--- config.mk ---
export PLATFORM = sky130hd
export DESIGN_NAME = sram_arbiter
export DESIGN_NICKNAME = d
export VERILOG_FILES = /design/src/rtl/sram_arb_pkg.sv /design/src/rtl/sram_arb_pick.sv /design/src/rtl/sram_arbiter.sv
export SDC_FILE = /design/constraint.sdc
export NUM_CORES = 1
export LEC_CHECK = 0
export BUFFER_PORTS_ARGS = -buffer_cell sky130_fd_sc_hd__buf_2
export CORE_AREA = 2 2 87 89
export CTS_CLUSTER_DIAMETER = 50
export DETAILED_ROUTE_END_ITERATION = 10
export DIE_AREA = 0 0 89 91
export PLACE_DENSITY = 0.89
export SYNTH_ARGS = -nofsm -noshare
export SYNTH_HDL_FRONTEND = slang
export SYNTH_HIERARCHICAL = 1
export SYNTH_SLANG_ARGS = --single-unit
--- constraint.sdc ---
create_clock -name clk -period 3.2 [get_ports clk]
set_input_delay 0.32 -clock clk [delete_from_list [all_inputs] [get_ports clk]]
set_output_delay 0.32 -clock clk [all_outputs]
set_load 0.01 [all_outputs]
--- src/rtl/sram_arb_pkg.sv ---
// Shared types and constants for the SRAM controller arbiter.
package sram_arb_pkg;

    localparam int unsigned ADDR_W_DEF = 20;
    localparam int unsigned DATA_W_DEF = 16;

    localparam logic RW_READ  = 1'b0;
    localparam logic RW_WRITE = 1'b1;

    localparam logic OWNER_A  = 1'b0;
    localparam logic OWNER_B  = 1'b1;

    typedef enum logic [2:0] {
        ST_IDLE,
        ST_ISSUE,
        ST_WAIT_BUSY,
        ST_WAIT_READY,
        ST_DONE
    } arb_state_e;

endpackage

--- src/rtl/sram_arb_pick.sv ---
// Winner select for the SRAM arbiter. A has priority; when
// SRAM_ARB_FAIRNESS_EN is defined, a streak counter forces a B grant after
// A_BURST_MAX consecutive A grants taken while B was waiting.
module sram_arb_pick
    import sram_arb_pkg::*;
#(
    parameter int unsigned A_BURST_MAX = 4
) (
`ifdef SRAM_ARB_FAIRNESS_EN
    input  logic clk,
    input  logic reset_n,
    input  logic eval_i,
`endif
    input  logic req_a_i,
    input  logic req_b_i,
    output logic pick_b_c
);

`ifdef SRAM_ARB_FAIRNESS_EN
    localparam int unsigned STREAK_W = $clog2(A_BURST_MAX + 1);

    logic [STREAK_W-1:0] streak_q, streak_d;
    logic                at_max_c;

    assign at_max_c = (streak_q == STREAK_W'(A_BURST_MAX));
    assign pick_b_c = req_b_i & (~req_a_i | at_max_c);

    // Streak update, only on IDLE evaluations; saturates at the limit.
    always_comb begin
        streak_d = streak_q;
        if (eval_i) begin
            if (!req_b_i || pick_b_c) begin
                streak_d = '0;
            end else if (req_a_i && !at_max_c) begin
                streak_d = streak_q + STREAK_W'(1);
            end
        end
    end

    // Streak register.
    always_ff @(posedge clk or negedge reset_n) begin
        if (!reset_n) begin
            streak_q <= '0;
        end else begin
            streak_q <= streak_d;
        end
    end
`else
    // Strict A priority.
    assign pick_b_c = req_b_i & ~req_a_i;
`endif

endmodule

--- src/rtl/sram_arbiter.sv ---
// Shares one sram_ctrl between the pixel writer (A) and SPI reader (B).
// Optional feature macro: SRAM_ARB_FAIRNESS_EN (bounded A streak while B waits).
module sram_arbiter
    import sram_arb_pkg::*;
#(
    parameter int unsigned ADDR_W         = ADDR_W_DEF,
    parameter int unsigned DATA_W         = DATA_W_DEF,
    parameter int unsigned TIMEOUT_CYCLES = 64,
    parameter int unsigned A_BURST_MAX    = 4
) (
    input  logic              clk,
    input  logic              reset_n,
    input  logic              req_a,
    input  logic              rw_a,
    input  logic [ADDR_W-1:0] addr_a,
    input  logic [DATA_W-1:0] wdata_a,
    output logic              done_a,
    input  logic              req_b,
    input  logic              rw_b,
    input  logic [ADDR_W-1:0] addr_b,
    input  logic [DATA_W-1:0] wdata_b,
    output logic              done_b,
    output logic [DATA_W-1:0] rdata_b,
    output logic              sram_start_n,
    output logic              sram_rw,
    output logic [ADDR_W-1:0] sram_addr,
    output logic [DATA_W-1:0] sram_wdata,
    input  logic              sram_ready,
    input  logic [DATA_W-1:0] sram_rdata,
    output logic              grant,
    output logic              busy,
    output logic              timeout_err
);

    localparam int unsigned TMO_W = $clog2(TIMEOUT_CYCLES + 1);

    arb_state_e          state_q, state_d;
    logic [TMO_W-1:0]    tmo_q, tmo_d;
    logic                start_n_q, start_n_d;
    logic                rw_q, rw_d;
    logic [ADDR_W-1:0]   addr_q, addr_d;
    logic [DATA_W-1:0]   wdata_q, wdata_d;
    logic [DATA_W-1:0]   rdata_q, rdata_d;
    logic                done_a_q, done_a_d;
    logic                done_b_q, done_b_d;
    logic                grant_q, grant_d;
    logic                busy_q, busy_d;
    logic                terr_q, terr_d;
    logic                pick_b_c;
    logic                tmo_hit_c;

    sram_arb_pick #(
        .A_BURST_MAX (A_BURST_MAX)
    ) u_pick (
`ifdef SRAM_ARB_FAIRNESS_EN
        .clk      (clk),
        .reset_n  (reset_n),
        .eval_i   (state_q == ST_IDLE),
`endif
        .req_a_i  (req_a),
        .req_b_i  (req_b),
        .pick_b_c (pick_b_c)
    );

    assign tmo_hit_c = (tmo_q >= TMO_W'(TIMEOUT_CYCLES));

    // Next state; outputs are registered from the next state so they line up with it.
    always_comb begin
        state_d   = state_q;
        tmo_d     = tmo_q;
        rw_d      = rw_q;
        addr_d    = addr_q;
        wdata_d   = wdata_q;
        rdata_d   = rdata_q;
        grant_d   = grant_q;
        terr_d    = terr_q;

        unique case (state_q)
            ST_IDLE: begin
                if (req_a || req_b) begin
                    grant_d = pick_b_c ? OWNER_B : OWNER_A;
                    rw_d    = pick_b_c ? rw_b    : rw_a;
                    addr_d  = pick_b_c ? addr_b  : addr_a;
                    wdata_d = pick_b_c ? wdata_b : wdata_a;
                    state_d = ST_ISSUE;
                end
            end
            ST_ISSUE: begin
                tmo_d   = '0;
                state_d = ST_WAIT_BUSY;
            end
            ST_WAIT_BUSY: begin
                tmo_d = tmo_q + TMO_W'(1);
                if (tmo_hit_c) begin
                    terr_d  = 1'b1;
                    state_d = ST_DONE;
                end else if (!sram_ready) begin
                    state_d = ST_WAIT_READY;
                end
            end
            ST_WAIT_READY: begin
                tmo_d = tmo_q + TMO_W'(1);
                if (sram_ready) begin
                    if (grant_q == OWNER_B && rw_q == RW_READ) begin
                        rdata_d = sram_rdata;
                    end
                    state_d = ST_DONE;
                end else if (tmo_hit_c) begin
                    terr_d  = 1'b1;
                    state_d = ST_DONE;
                end
            end
            ST_DONE: begin
                state_d = ST_IDLE;
            end
            default: begin
                state_d = ST_IDLE;
            end
        endcase

        start_n_d = (state_d != ST_ISSUE);
        busy_d    = (state_d != ST_IDLE);
        done_a_d  = (state_d == ST_DONE) && (grant_d == OWNER_A);
        done_b_d  = (state_d == ST_DONE) && (grant_d == OWNER_B);
    end

    // State and output registers.
    always_ff @(posedge clk or negedge reset_n) begin
        if (!reset_n) begin
            state_q   <= ST_IDLE;
            tmo_q     <= '0;
            start_n_q <= 1'b1;
            rw_q      <= 1'b0;
            addr_q    <= '0;
            wdata_q   <= '0;
            rdata_q   <= '0;
            done_a_q  <= 1'b0;
            done_b_q  <= 1'b0;
            grant_q   <= 1'b0;
            busy_q    <= 1'b0;
            terr_q    <= 1'b0;
        end else begin
            state_q   <= state_d;
            tmo_q     <= tmo_d;
            start_n_q <= start_n_d;
            rw_q      <= rw_d;
            addr_q    <= addr_d;
            wdata_q   <= wdata_d;
            rdata_q   <= rdata_d;
            done_a_q  <= done_a_d;
            done_b_q  <= done_b_d;
            grant_q   <= grant_d;
            busy_q    <= busy_d;
            terr_q    <= terr_d;
        end
    end

    assign sram_start_n = start_n_q;
    assign sram_rw      = rw_q;
    assign sram_addr    = addr_q;
    assign sram_wdata   = wdata_q;
    assign rdata_b      = rdata_q;
    assign done_a       = done_a_q;
    assign done_b       = done_b_q;
    assign grant        = grant_q;
    assign busy         = busy_q;
    assign timeout_err  = terr_q;

endmodule

==> impl_metrics.ini <==
[sta]
final_max_slew_viol_count = 0
min_period_over_period_pct = 65.5
fin_tns_setup_ns = 0
rsz0062_at_grt = false
tightestPinTransition_ns = 1.02
finalHoldViolCount = 0
setup_viol = 0
timing.fmax_mhz = 477
finalClockSkew_ns = 0.00903
slew_headroom_pct = 32.2
fin_crit_ns = 2.10

[clocking]
cts_sinks = 69
htree_levels = 3
cts_tree = built
hold_buffers = 0
clk_path_buf_depth = 2
cts_root_buffer = clkbuf_8
cts_setup_buffers = 0
cts_resized = 0
clk_pin_slew_ns = 0.08
clk_latency_ns = 0.34
cts_inserted_buffers = 9

[die]
die_w_um = 89
rows = 31
core_um2 = 7140
die_y_um = 91
die-area_um2 = 8100
ios = 154
start_util_pct = 44.0

[worst_setup_path]
regToRegStartpoint = state_q[1]$_DFF_PN0_
cp_slowest_cell = nor2b_4
crit_start = state_q[1]$_DFF_PN0_
rr_endpoint = sram_addr[11]$_DFFE_PN0P_
critPathCapture = sram_addr[11]$_DFFE_PN0P_
path_cells = nor3_1, nor2b_4, buf_4, mux2_2
slowest_delay_ns = 0.51
rrSetupSlack_ns = 1.10
worstSetupStartpointType = flip-flop
crit_type = reg -> reg
worstPathRequired_ns = 3.42
worstSetupEndpointType = flip-flop
reg2reg_depth = 4
worstPathArrival_ns = 2.31
critPathMaxFanout = 21

[power]
seqPwrFrac_pct = 42.4
max-vdd-ir-drop_mv = 0.416
p_switching_uw = 1200
powerDensity_nw_per_um2 = 855
combPwrFrac_pct = 38.7
leakage_uw = 0.00210
p_clk_share_pct = 18.9
switching_share_pct = 33.3
cell_internal_pwr_uw = 2390

[layout]
fin_nets = 473
fillers = 631
area_delta_synth_final_pct = 33.6
multiInputGateArea_um2 = 1350
fin_area_um2 = 4200
antennaDiodeCount = 0
drive_above_1_share_pct = 71.7
regArea_um2 = 1730

[run_status]
status = complete, no violations

[global_route]
grt_antenna_before_repair = 0
grt-ovfl-total = 0
grt_usage_pct = 17.0
grt_max_degree = 48
first_global_vias = 2376
grt_pass1_wl_um = 10700

[routing]
post_drt_wl_per_cell_um = 13.9
totalWireLength_um = 6670
ant_nets = 0
drt_iter0_markers = 72
viasPerCell = 4.86
post-route-drc-count = 0
vias = 2331
firstDrtPassIters = 4

[logic_synthesis]
yosys_warnings = 6
avgSynthCellArea_um2 = 14.4
synth_cells = 218
yosysSeqAreaShare_pct = 55.0
ys_ff_latch = 69
synth.cell_area_um2 = 3140
synth_cell_types = 30
synthesis.nets = 315

[place]
place.gp.congestion = 0.804
post_dp_cell_area_um2 = 4010
hpwl_um = 5160
io_buffers = 153

[worst_hold_path]
worstHoldPathType = in -> async

[job]
maxCapViolCount = 0
==> registers in the layout, indices dropped and copies added (netlist names), 3 cells and up <==
signal	cells
tmo_q	7
rdata_b	16
sram_addr	20
state_q	3
sram_wdata	16
==> cells in the final DEF (no fill, tap or decap), types with 2 or more instances in the layout <==
cell	n
clkinvlp_4	2
buf_4	4
inv_1	4
buf_2	153
a21oi_1	4
nor2b_4	2
ha_1	2
nand3_1	3
mux2i_1	3
mux2_2	92
and3_1	2
nor2_1	5
a22o_1	2
clkbuf_8	9
dfrtp_1	68
clkinv_2	2
nand2_1	8
==> worst min path at each step <==
stage,to,depth (start not counted),start,slack [ns]
global route,rdata_b[1]$_DFFE_PN0P_,2,sram_rdata[1],0.18
detailed placement,timeout_err$_DFFE_PN0P_,1,timeout_err$_DFFE_PN0P_,0.48
CTS,rdata_b[1]$_DFFE_PN0P_,1,reset_n,0.19
finish,sram_addr[5]$_DFFE_PN0P_,1,reset_n,0.16
global placement,timeout_err$_DFFE_PN0P_,1,timeout_err$_DFFE_PN0P_,0.46
floorplan,busy$_DFF_PN0_,0,reset_n,0.02
==> layout make-up <==
type | instances | share of cell area (%)
Sequential cell | 69 | 41.2
Multi-Input combinational cell | 135 | 32.0
Timing Repair Buffer | 157 | 19.0
Clock buffer | 10 | 3.04
Tap cell | 99 | 2.95
Clock inverter | 6 | 1.52
Inverter | 4 | 0.358
==> Yosys cell counts <==
library cell / count / share of area, %
nand4_1: 1 / 0.20
nand2b_4: 1 / 0.44
a21oi_1: 4 / 0.64
clkbuf_1: 3 / 0.36
or3b_2: 1 / 0.28
o21ai_0: 1 / 0.16
mux2_2: 92 / 33
nor2_1: 5 / 0.60
buf_2: 2 / 0.32
and2b_2: 1 / 0.28
nand3_1: 3 / 0.48
nor2b_4: 1 / 0.44
or4_2: 1 / 0.28
inv_1: 4 / 0.48
buf_6: 1 / 0.36
nor2b_1: 1 / 0.20
nor3_1: 1 / 0.16
nor4b_4: 1 / 0.76
dfrtp_1: 68 / 54
buf_4: 4 / 0.96
mux2i_1: 3 / 0.96
o21bai_1: 1 / 0.24
dfstp_2: 1 / 0.84
a31o_2: 1 / 0.28
o311ai_0: 1 / 0.28
and3_1: 2 / 0.40
a22o_1: 2 / 0.56
a21boi_0: 1 / 0.24
nand2_1: 8 / 0.96
ha_1: 2 / 0.80
==> metal layers <==
layer  track usage [%]  part of all wire, %  routed length, um  up-vias
met1              19.7                   39               2620     1129
met4              6.97                  1.6                110        0
met5                 0                    0                  0        -
li1                  -                    -                  -     1094
met2              29.2                   52               3460       97
met3              4.82                  7.2                483       11
==> power by group through the flow <==
| stage | Combinational [uW] | Sequential [uW] | Clock (uW) |
|---|---|---|---|
| 2_1_floorplan | 705 | 1670 | 0 |
| 3_3_place_gp | 1360 | 1530 | 0 |
| 3_5_place_dp | 1410 | 1540 | 0 |
| 4_1_cts | 1410 | 1530 | 700 |
| 5_1_grt | 1520 | 1580 | 750 |
| 6_report | 1390 | 1520 | 680 |
==> kinds of logic (layout without fill, tap and decap cells) <==
logic type	count (synthesis)	after routing	synth area share, %
mux	95	95	33.9
compound gates	11	11	2.39
fa+ha+maj	2	2	0.796
flops	69	69	55.0
simple gates	27	27	5.45
buf+inv	14	177	2.47
==> stage by stage <==
step / setup WS, ns / power [uW] / std cells / hold WS, ns / util (%)
6_report: 1.10 / 3590 / 480 / 0.161 / 58.8
5_1_grt: 0.974 / 3850 / 480 / 0.184 / 58.8
4_1_cts: 1.09 / 3640 / 480 / 0.187 / 58.8
3_5_place_dp: 1.11 / 2950 / 464 / 0.485 / 56.2
3_3_place_gp: 1.15 / 2890 / 464 / 0.463 / 56.2
2_1_floorplan: 1.48 / 2380 / 218 / 0.0244 / -
==> worst max-delay path: cells and delay by family (launching register included) <==
kind	cells	cell delay, ns
mux	1	0.37
buf+inv	1	0.37
simple gates	2	0.74
flops	1	0.49
(Power assumes the default switching activity.)
